===== src/rtl/pa_ifu_lockup_ctrl_pkg.sv =====
// Shared IFU lockup definitions: FSM state encodings and outstanding-fetch limits.
// No logic, no latency; referenced by the lockup controller and its counter.
package pa_ifu_lockup_ctrl_pkg;

  localparam int LOCKUP_MAX_OUTSTD = 2;
  localparam int LOCKUP_CNT_W      = 2;

  typedef enum logic [2:0] {
    LOCKUP_IDLE  = 3'b000,
    LOCKUP_FLUSH = 3'b001,
    LOCKUP_DRAIN = 3'b010,
    LOCKUP_ACK   = 3'b011,
    LOCKUP_HOLD  = 3'b100
  } lockup_st_e;

endpackage


===== src/rtl/pa_ifu_lockup_outstd_cnt.sv =====
// Saturating up/down count of fetch-bus transactions in flight; registered, 1-cycle update.
// No backpressure: grant and last-beat are event strobes that are never refused.
module pa_ifu_lockup_outstd_cnt #(
  parameter int MAX_OUTSTD = 2,
  parameter int CNT_W      = 2
) (
  input  logic             forever_cpuclk,
  input  logic             cpurst_b,
  input  logic             cnt_inc,
  input  logic             cnt_dec,
  output logic [CNT_W-1:0] cnt
);

  localparam logic [CNT_W-1:0] CNT_MAX = CNT_W'(MAX_OUTSTD);
  localparam logic [CNT_W-1:0] CNT_ONE = CNT_W'(1);

  // A grant and a last beat in the same cycle cancel out.
  always_ff @(posedge forever_cpuclk) begin
    if (!cpurst_b) begin
      cnt <= '0;
    end else if (cnt_inc && !cnt_dec && (cnt != CNT_MAX)) begin
      cnt <= cnt + CNT_ONE;
    end else if (cnt_dec && !cnt_inc && (cnt != '0)) begin
      cnt <= cnt - CNT_ONE;
    end
  end

endmodule


===== src/rtl/pa_ifu_lockup_ctrl.sv =====
// IFU responder to RTU lockup: stall fetch, flush ibuf, drain bus, ack, hold until mask drops.
// Ack no earlier than 3 cycles after req; stall is asserted in the same cycle the request is seen.
module pa_ifu_lockup_ctrl
  import pa_ifu_lockup_ctrl_pkg::*;
#(
  parameter int MAX_OUTSTD = LOCKUP_MAX_OUTSTD,
  parameter int CNT_W      = LOCKUP_CNT_W
) (
  input  logic             forever_cpuclk,
  input  logic             cpurst_b,
  input  logic             rtu_ifu_lockup_expt_vld,
  input  logic             rtu_ifu_lockup_req,
  input  logic             rtu_ifu_lockup_mask,
  input  logic             bus_lockup_req_grnt,
  input  logic             bus_lockup_rsp_last,
  input  logic             ibuf_lockup_empty,
  output logic             ifu_rtu_lockup_ack,
  output logic             lockup_fetch_stall,
  output logic             lockup_ibuf_flush,
  output logic             lockup_refetch,
  output logic [CNT_W-1:0] lockup_outstd_cnt,
  output logic [2:0]       lockup_cur_st
);

  lockup_st_e cur_st;
  logic       pipe_idle;

  pa_ifu_lockup_outstd_cnt #(
    .MAX_OUTSTD (MAX_OUTSTD),
    .CNT_W      (CNT_W)
  ) u_outstd_cnt (
    .forever_cpuclk (forever_cpuclk),
    .cpurst_b       (cpurst_b),
    .cnt_inc        (bus_lockup_req_grnt),
    .cnt_dec        (bus_lockup_rsp_last),
    .cnt            (lockup_outstd_cnt)
  );

  assign pipe_idle = (lockup_outstd_cnt == '0) && ibuf_lockup_empty;

  always_ff @(posedge forever_cpuclk) begin
    if (!cpurst_b) begin
      cur_st <= LOCKUP_IDLE;
    end else begin
      case (cur_st)
        LOCKUP_IDLE:  if (rtu_ifu_lockup_expt_vld || rtu_ifu_lockup_req) cur_st <= LOCKUP_FLUSH;
        LOCKUP_FLUSH: cur_st <= LOCKUP_DRAIN;
        LOCKUP_DRAIN: begin
          if (!rtu_ifu_lockup_req) cur_st <= LOCKUP_IDLE;
          else if (pipe_idle)      cur_st <= LOCKUP_ACK;
        end
        LOCKUP_ACK:   cur_st <= rtu_ifu_lockup_req ? LOCKUP_HOLD : LOCKUP_IDLE;
        // Mask loss (NMI/debug entry) wins over a fresh request.
        LOCKUP_HOLD: begin
          if (!rtu_ifu_lockup_mask)    cur_st <= LOCKUP_IDLE;
          else if (rtu_ifu_lockup_req) cur_st <= LOCKUP_DRAIN;
        end
        default:      cur_st <= LOCKUP_IDLE;
      endcase
    end
  end

  // Ack and refetch are gated by reset so a reset edge never emits either pulse.
  assign ifu_rtu_lockup_ack = cpurst_b && (cur_st == LOCKUP_ACK) && rtu_ifu_lockup_req;
  assign lockup_ibuf_flush  = (cur_st == LOCKUP_FLUSH);
  assign lockup_refetch     = cpurst_b &&
                              ((((cur_st == LOCKUP_DRAIN) || (cur_st == LOCKUP_ACK)) && !rtu_ifu_lockup_req) ||
                               ((cur_st == LOCKUP_HOLD) && !rtu_ifu_lockup_mask));
  assign lockup_cur_st      = cur_st;

  always_comb begin
    lockup_fetch_stall = 1'b1;
    case (cur_st)
      LOCKUP_IDLE: lockup_fetch_stall = rtu_ifu_lockup_expt_vld || rtu_ifu_lockup_req;
      LOCKUP_HOLD: lockup_fetch_stall = rtu_ifu_lockup_mask;
      default:     lockup_fetch_stall = 1'b1;
    endcase
  end

endmodule


===== config.mk =====
export PLATFORM = sky130hd
export DESIGN_NAME = pa_ifu_lockup_ctrl
export DESIGN_NICKNAME = d
export VERILOG_FILES = /design/src/rtl/pa_ifu_lockup_ctrl_pkg.sv /design/src/rtl/pa_ifu_lockup_outstd_cnt.sv /design/src/rtl/pa_ifu_lockup_ctrl.sv
export SDC_FILE = /design/constraint.sdc
export NUM_CORES = 1
export LEC_CHECK = 0
export ABC_AREA = 1
export CAP_MARGIN = 30
export CORE_AREA = 3 3 40 42
export DETAILED_ROUTE_END_ITERATION = 10
export DIE_AREA = 0 0 43 45
export PLACE_DENSITY = 0.52
export SYNTH_ARGS = -nofsm -noshare
export SYNTH_HDL_FRONTEND = slang
export SYNTH_SLANG_ARGS = --single-unit

===== constraint.sdc =====
create_clock -name forever_cpuclk -period 1.5 [get_ports forever_cpuclk]
set_input_delay 0.225 -clock forever_cpuclk [delete_from_list [all_inputs] [get_ports forever_cpuclk]]
set_output_delay 0.225 -clock forever_cpuclk [all_outputs]
set_load 0.1 [all_outputs]

# After elaboration in Yosys (flattened, before gate mapping)
# Cells that the tools add are included.
word_totals:
  out_inout_bits: 9
  word_cells: 44
  register_bits: 5
  in_bits: 8
classes:
  mux: 10
  add_sub_neg: 2
  eq_ne: 8
  n_reduce_logical: 22
op_table:
  columns: ["operator", "n"]
  rows:
  - ["$mux 3", 6]
  - ["$pmux 3 s5", 1]
  - ["$logic_and 1x1->1", 10]
  - ["$eq 3x2->1 const B", 2]
  - ["$ne 3x3->1 const B", 2]
  - ["$logic_not 1->1", 4]
  - ["$mux 2", 2]
  - ["$ne 2x2->1 const B", 2]
  - ["$reduce_bool 2->1", 2]
  - ["$eq 3x1->1 const B", 1]
  - ["$eq 3x3->1 const B", 1]
  - ["$logic_not 3->1", 1]
  - ["$logic_or 1x1->1", 3]
  - ["$reduce_and 3->1", 1]
  - ["$add 2x1->2 const B", 1]
  - ["$logic_not 2->1", 1]
  - ["$pmux 1 s2", 1]
  - ["$sub 2x1->2 const B", 1]

# Longest topological paths before layout
# Gate-level depths: netlist of run 1.
depth:
  depth_word: 5
  ltp_mapped: 8
  mapped_depth_nobuf: 8

# Hierarchy
# From an unflattened synthesis of run 1, not the netlist that was laid out.
hier_totals:
  hier_cells: 62
  area_unflattened_um2: 356.6
modules_own_cells:
  columns: ["module", "instances", "cells_each", "seq_area_each_um2", "area_each_um2"]
  rows:
  - ["pa_ifu_lockup_ctrl", 1, 41, 60.1, 235.2]
  - ["pa_ifu_lockup_outstd_cnt", 1, 21, 40.0, 121.4]

# Worst setup path before layout of run 1
# No wires, ideal clock.
synth_path:
  kind: "reg2out"
  start: "reg cur_st[2], in the netlist lockup_cur_st[2]"
  end: "out lockup_refetch"
  n_path_buf: 0
  t_arrival_ps: 2896
  stages_incl_launch_ff: 5
  t_required_ps: 1275
  slack_ps: -1621
  path_cell_list: "dfxtp_1 -> inv_2 -> nor3_1 -> nand2_1 -> a21oi_1"
synth_via:
  elab_chain_cells: 5
synth_lines:
  columns: ["item", "line", "rtl"]
  rows:
  - ["from (decl)", "pa_ifu_lockup_ctrl.sv:25", "lockup_st_e cur_st;"]
  - ["from (signal assigned)", "pa_ifu_lockup_ctrl.sv:52", "LOCKUP_ACK: cur_st <= rtu_ifu_lockup_req ? LOCKUP_HOLD : LOCKUP_IDLE;"]
  - ["$eq 3x2->1", "pa_ifu_lockup_ctrl.sv:67", "((((cur_st == LOCKUP_DRAIN) || (cur_st == LOCKUP_ACK)) && !rtu_ifu_lockup_req) ||"]
  - ["$logic_or 1x1->1", "pa_ifu_lockup_ctrl.sv:67", null]
  - ["$logic_and 1x1->1", "pa_ifu_lockup_ctrl.sv:67", null]
  - ["$logic_or 1x1->1 (*)", "pa_ifu_lockup_ctrl.sv:67", null]
  - ["$logic_and 1x1->1 (*)", "pa_ifu_lockup_ctrl.sv:66", "assign lockup_refetch = cpurst_b &&"]
  - ["to (decl)", "pa_ifu_lockup_ctrl.sv:20", "output logic lockup_refetch,"]
# Every way passes the cells marked *; elsewhere a longest branch is shown, timed or not.

# Worst setup path in the final report of run 1
layout_path:
  start: "reg cur_st[1], in the netlist lockup_cur_st[1]"
  end: "out lockup_fetch_stall"
layout_via:
  elab_chain_cells: 2
layout_lines:
  columns: ["item", "line", "rtl"]
  rows:
  - ["$eq 3x3->1 or $logic_not 3->1 (tied branches)", "pa_ifu_lockup_ctrl.sv:73", "case (cur_st)"]
  - ["$pmux 1 s2 (*)", "pa_ifu_lockup_ctrl.sv:73", null]
  - ["to (decl)", "pa_ifu_lockup_ctrl.sv:18", "output logic lockup_fetch_stall,"]
# Marked as above.

==> results of run 1 <==
[worst max-delay path: stages, from the launching register on]
cell	delay, ns
dfxtp_4	0.36
nor3_4	0.20
nand2_2	0.10
nand2_2	0.10
clkinvlp_4	0.09
buf_12	0.17
[kinds of logic after synthesis]
| group | count (synthesis) | share of synthesized area |
|---|---|---|
| and+or+nand+nor | 35 | 0.4675 |
| buffers and inverters | 9 | 0.1034 |
| AOI/OAI and AO/OA | 7 | 0.1226 |
| DFF | 5 | 0.3065 |
[metal layers]
| layer | vias to the layer above | part of all wire | routed length, um |
|---|---|---|---|
| met5 | - | 0 | 0 |
| met4 | 0 | 0.0059 | 5 |
| met3 | 2 | 0.098 | 83 |
| met2 | 15 | 0.49 | 419 |
| met1 | 174 | 0.40 | 339 |
| li1 | 231 | - | - |
[sequential cells by signal, indices dropped and copies added, names as in the netlist]
register          flops
u_outstd_cnt.cnt      2
lockup_cur_st         3
[report_power, final]
| part | switching (mW) | internal, mW |
|---|---|---|
| sequential | 0.0426 | 0.161 |
| clock | 0.0508 | 0.100 |
| combinational | 0.364 | 0.212 |
[how the worst max path moves through the flow]
stage / end / slack (ns) / depth (start not counted) / startpoint
after floorplan: lockup_refetch / -0.16 / 4 / lockup_cur_st[2]
after CTS: lockup_fetch_stall / -0.006 / 5 / lockup_cur_st[1]
final: lockup_fetch_stall / 0.01 / 5 / lockup_cur_st[1]
after detailed placement: lockup_fetch_stall / -0.06 / 6 / rtu_ifu_lockup_req
after global placement: ifu_rtu_lockup_ack / -0.04 / 4 / rtu_ifu_lockup_req
after global routing: lockup_fetch_stall / -0.07 / 5 / lockup_cur_st[1]
[per-stage QoR]
stage,util,hold slack [ns]
finish,0.5540,0.5184
global route,0.5540,0.5462
CTS,0.5482,0.5239
detailed placement,0.5209,0.5131
global placement,0.5209,0.5177
floorplan,-,0.3358
[layout make-up]
| cell class | instances | area [um^2] |
|---|---|---|
| timing repair buffer | 20 | 279.0 |
| multi-input combinational | 42 | 230.2 |
| clock buffer | 4 | 26.28 |
| tap | 15 | 18.77 |
| fill | 143 | 573.1 |
| sequential | 5 | 113.9 |
| inverter | 9 | 43.79 |
[layout by cell type, fill, tap and decap left out, drive strengths merged]
master and instances:
nand3b 1, clkinvlp 2, nand4 1, clkdlybuf4s50 6, nor2 14, clkbuf 4
a211oi 2, nor3 2, a21oi 3, dlygate4sd2 1, nand3 4, o21ai 2
inv 7, buf 13, nand2 13, dfxtp 5
[what timing repair did]
item | in CTS | in global routing
resized for setup | 2 | 0
buffers inserted | 1 | 1
endpoints found under the setup margin | 3 | 2
pin swaps | 0 | 1
==> results.rst, run 1 <==
.. list-table::
   :header-rows: 1

   * - Metric
     - Value
   * - Placed wire-length estimate
     - 723.5 um
   * - Initial antenna violation count
     - 0
   * - DIE HEIGHT
     - 45 um
   * - Slew Limit Headroom
     - 0.8390
   * - Placed standard-cell area
     - 669.4 um^2
   * - Pre-antenna DRT Iters
     - 3
   * - Fraction of layout instances using a drive strength above 1
     - 0.4000
   * - Net total in the final layout
     - 89
   * - Clock buffer count from CTS
     - 3
   * - Asr flop ratio synth
     - 0
   * - Number of warning messages in the yosys log
     - 0
   * - Die Wd
     - 43 um
   * - Worst-skew pair later-pin latency
     - 0.24 ns
   * - Final Skew
     - 0.001183 ns
   * - Gpl congestion
     - 0.7073
   * - Max-capacitance violation count
     - 0
   * - Minimum clock period
     - ~1.5 ns
   * - Detail-routed via count per cell
     - 4.442
   * - Part of the Yosys area used for sequential elements
     - 0.3065
   * - Reported leakage power
     - a little under 0.3 nW
   * - Critical Setup Path Class
     - flip-flop to output pin
   * - Largest cells by area after synthesis
     - dfxtp_1 31%, nand2_1 15%, nor2_1 15%
   * - Total Die Area
     - 1935 um^2
   * - Leading area contributor after synthesis
     - dfxtp_1
   * - Count of buffers inserted at the top-level ports
     - 16
   * - Part of the cycle the worst path needs
     - 0.9903
   * - Result of the run
     - complete, no violations
   * - Class of the tightest hold or removal check
     - flip-flop to flip-flop
   * - Routed WL
     - 847 um
   * - Post-synthesis average cell area
     - 5.831 um^2
   * - Final Hold Fails
     - 0
   * - Crit. End Element
     - output pin
   * - H-tree depth
     - 1
   * - Pins over their slew limit
     - 0
   * - Remaining number of nets flagged by the antenna check after routing
     - 0
   * - Root Driver
     - clkbuf_4
   * - Max Buffers Root-to-Sink
     - 2
   * - Routing usage on met2
     - 0.1916
   * - Clock tree from TritonCTS
     - done
   * - Post-synth net total
     - 64
   * - Wire length of the first global-routing pass
     - 1.449 mm
   * - Number of endpoints failing setup at the final stage
     - 0
   * - Critical path data required time
     - approximately 1.3 ns
   * - Total number of vias
     - 422
   * - Setup slack of the worst register-to-register path
     - 0.40 ns
   * - Placement Rows
     - 13
   * - Total design power
     - about 0.93 mW
   * - Initial standard-cell utilization of the core
     - 0.2541
   * - Post-route standard cell area excluding fillers
     - 711.9 um^2
   * - Hold EP
     - u_outstd_cnt.cnt[0]
   * - Worst IR Drop VDD
     - around 0.0007 V
   * - Routing usage on met1
     - 0.08373
   * - Count of flip-flops with a built-in enable after synthesis
     - 0
   * - Via count of the first global-routing pass
     - roughly 400
   * - Total DRC errors in the routed layout
     - 0
   * - Post-detailed-route wirelength per cell
     - a little under 9 um
   * - Placed cell count
     - 89
   * - Met3 Usage GRT
     - 0.03187
   * - Drt first-iter violations
     - 2
   * - CP Launch Type
     - flip-flop
   * - Maximum number of pins on one net before global-route repair
     - 8
   * - Gate Count Post-Synth
     - 56
   * - Power per standard cell area
     - 1306 nW/um^2
   * - CP Data Arrival Time
     - 1.26 ns
   * - Count of placed standard cells in the final layout, fillers left out
     - 95
   * - Fmax
     - 673.2 MHz
   * - Predominant post-synthesis flop cell
     - dfxtp_1
   * - Least setup slack across all paths after layout
     - 0.01449 ns
   * - Leading cell types by count after synthesis
     - 13 x nand2_1, 13 x nor2_1, 8 x inv_1, 5 x dfxtp_1
   * - Syn-to-layout area delta
     - 118.0%
   * - Total congestion overflow after global routing
     - 0
   * - Yosys cell types
     - 14
   * - Worst reg-to-reg path cell count
     - 7
   * - Tot GR Track Use
     - 0.09884
   * - Min-delay src
     - u_outstd_cnt.cnt[0]
   * - GRT busiest layer
     - met2
   * - Number of stages on the worst hold path
     - 2
   * - DP Worst Slack
     - -0.06460 ns
   * - Reg2Reg Capture Point
     - lockup_cur_st[1]
   * - Count of hold-fix buffers inserted at cts
     - 0
   * - Final TNS setup
     - 0 ns
   * - RSZ-0062 raised after global routing
     - true
   * - Peak fanout along the critical path
     - 6
   * - Tightest Pin Transition
     - approximately 0.24 ns
   * - CTS sink count
     - 5
   * - Syn Std Cell Area
     - 326.6 um^2
   * - Core region area
     - 1285 um^2
   * - Antenna diode count
     - 0
   * - Post-synthesis register bit count
     - 5
   * - I/O pin total
     - 17
   * - Area fraction of the dominant cell type after synthesis
     - 0.3065
   * - Clock input transition at the sequential cells of the worst setup and hold paths
     - about 0.040 ns
   * - Reg-to-Reg Start
     - lockup_cur_st[1]
(Power assumes the default switching activity.)
==> inputs of run 2 (changes only) <==
==> constraint.sdc (replaced) <==
create_clock -name forever_cpuclk -period 1.5 [get_ports forever_cpuclk]
set_input_delay 0.225 -clock forever_cpuclk [delete_from_list [all_inputs] [get_ports forever_cpuclk]]
set_output_delay 0.225 -clock forever_cpuclk [all_outputs]
set_load 0.005 [all_outputs]
==> run 2 against run 1 <==
  * Largest power group unchanged
  * Register-to-register slack worse by 0.12 ns
  * Sequential share of layout area decreased by 0.39 points
  * Hold slack better by 0.020 ns
  * Highest routed layer unchanged
==> results.rst, run 2 (same netlist as run 1, synthesis figures left out) <==
.. list-table::
   :header-rows: 1

   * - Metric
     - Value
   * - Tot GR Track Use
     - 0.1131
   * - Pins over their slew limit
     - 0
   * - Critical path data required time
     - around 1.3 ns
   * - Placement Rows
     - 13
   * - Count of placed standard cells in the final layout, fillers left out
     - 105
   * - Count of buffers inserted at the top-level ports
     - 16
   * - Pre-antenna DRT Iters
     - 4
   * - Remaining number of nets flagged by the antenna check after routing
     - 0
   * - Max Buffers Root-to-Sink
     - 2
   * - Via count of the first global-routing pass
     - between 400 and 500
   * - Drt first-iter violations
     - 4
   * - Total DRC errors in the routed layout
     - 0
   * - Initial standard-cell utilization of the core
     - 0.2541
   * - Placed wire-length estimate
     - about 800 um
   * - Reported leakage power
     - ~0.31 nW
   * - Leading cell types in the layout, fill and taps excluded
     - 13 x nand2_1, 12 x nor2_1, 11 x clkdlybuf4s50_1, 11 x buf_4, 8 x inv_1
   * - Max-capacitance violation count
     - 0
   * - Root Driver
     - clkbuf_4
   * - Number of flip-flops under the largest register name
     - 3
   * - Placed standard-cell area
     - 595.6 um^2
   * - Worst IR Drop VDD
     - 0.0004082 V
   * - Clock tree from TritonCTS
     - done
   * - CP Launch Type
     - flip-flop
   * - Maximum number of pins on one net before global-route repair
     - 7
   * - Clock buffer count from CTS
     - 3
   * - Post-detailed-route wirelength per cell
     - just under 10 um
   * - Power per standard cell area
     - 956.4 nW/um^2
   * - Wire length of the first global-routing pass
     - 1.662 mm
   * - Antenna diode count
     - 0
   * - Peak fanout along the critical path
     - 5
   * - Total number of vias
     - between 400 and 500
   * - Most common library cell in the layout ignoring fill and taps
     - nand2_1
   * - Tightest Pin Transition
     - between 0.15 and 0.2 ns
   * - Total Die Area
     - 1935 um^2
   * - Slew Limit Headroom
     - 0.8745
   * - CTS sink count
     - 5
   * - Post-route standard cell area excluding fillers
     - 665.6 um^2
   * - CP Data Arrival Time
     - about 1.2 ns
   * - Final Skew
     - 0.005167 ns
   * - Total congestion overflow after global routing
     - 0
   * - Result of the run
     - complete, no violations
   * - Syn-to-layout area delta
     - 103.8%
   * - H-tree depth
     - 1
   * - I/O pin total
     - 17
   * - Number of endpoints failing setup at the final stage
     - 0
   * - Fraction of layout instances using a drive strength above 1
     - 0.3000
   * - Gpl congestion
     - 0.8206
   * - Net total in the final layout
     - 99
   * - Crit. End Element
     - output pin
   * - Placed cell count
     - 99
   * - RSZ-0062 raised after global routing
     - true
   * - Minimum clock period
     - roughly 1.4 ns
   * - Initial antenna violation count
     - 0
   * - Class of the tightest hold or removal check
     - flip-flop to flip-flop
   * - Final Hold Fails
     - 0
   * - Die Wd
     - 43 um
   * - Worst-skew pair later-pin latency
     - between 0.2 and 0.25 ns
   * - Part of the cycle the worst path needs
     - 0.9581
   * - Detail-routed via count per cell
     - 4.505
   * - Routed WL
     - 1.035 mm
   * - Clock input transition at the sequential cells of the worst setup and hold paths
     - 0.05 ns
   * - Total design power
     - 0.6366 mW
   * - Final TNS setup
     - 0 ns
   * - Fmax
     - 695.8 MHz
   * - Critical Setup Path Class
     - flip-flop to output pin
   * - DIE HEIGHT
     - 45 um
   * - Fillers
     - 132
   * - Core region area
     - 1285 um^2
==> run 2: changes by cell type in the layout (fill, tap and decap cells not counted), moves of 3 or more <==
cell | previous run | this run
buf_12 | 9 | 0
buf_4 | 4 | 11
clkdlybuf4s50_1 | 6 | 11
buf_6 | 0 | 3
dfxtp_4 | 3 | 0
dlygate4sd2_1 | 1 | 4
==> run 2: worst max-delay path, cell delays in order, from the launching register on <==
cell	delay, ns
dfxtp_2	0.33
buf_6	0.13
nor2_4	0.10
nand3_2	0.07
nand2_1	0.06
inv_1	0.03
dlygate4sd2_1	0.25
==> run 2: per-layer routing <==
layer,vias to the layer above,global-route usage,wire length (um)
met1,203,0.1250,453
met2,20,0.2036,479
li1,246,-,-
met3,4,0.01594,79
met4,0,0.07229,23
met5,-,0,0
==> run 2: path summary, 6_finish.rpt <==
kind / from / cells after the start / slack [ns] / end
max: lockup_cur_st[0] / 6 / 0.06 / lockup_fetch_stall
min: u_outstd_cnt.cnt[1] / 2 / 0.54 / u_outstd_cnt.cnt[1]
max reg2reg: lockup_cur_st[0] / 9 / 0.28 / lockup_cur_st[1]
min reg2reg: u_outstd_cnt.cnt[1] / 2 / 0.54 / u_outstd_cnt.cnt[1]
==> run 2: layout make-up <==
| cell class | count | area, um^2 | share of cell area |
|---|---|---|---|
| Timing Repair Buffer | 30 | 266.5 | 0.4004 |
| Multi-Input combinational cell | 42 | 216.5 | 0.3252 |
| Sequential cell | 5 | 103.9 | 0.1560 |
| Inverter | 9 | 33.78 | 0.05075 |
| Clock buffer | 4 | 26.28 | 0.03947 |
| Tap cell | 15 | 18.77 | 0.02820 |
==> run 2: metrics by stage <==
stage	utilization	worst slack, ns	hold WS (ns)
floorplan	-	0.4387	0.3454
global placement	0.4635	-0.2425	0.5223
detailed placement	0.4635	-0.2450	0.5245
CTS	0.4966	0.001226	0.5418
global route	0.5180	-0.02352	0.5757
finish	0.5180	0.06281	0.5388
==> run 2: timing repair <==
action                                 in CTS  in global routing
setup endpoints to repair                   4                  2
endpoints found under the hold margin       0                  0
gates resized for setup                    11                  7
pin swaps                                   3                  4
setup buffers                               0                  2
hold buffers                                0                  0
==> run 2: where the power goes <==
part	switching (mW)	internal [mW]	total, mW
Sequential	0.0235	0.156	0.180
Clock	0.0546	0.101	0.155
Combinational	0.127	0.174	0.302
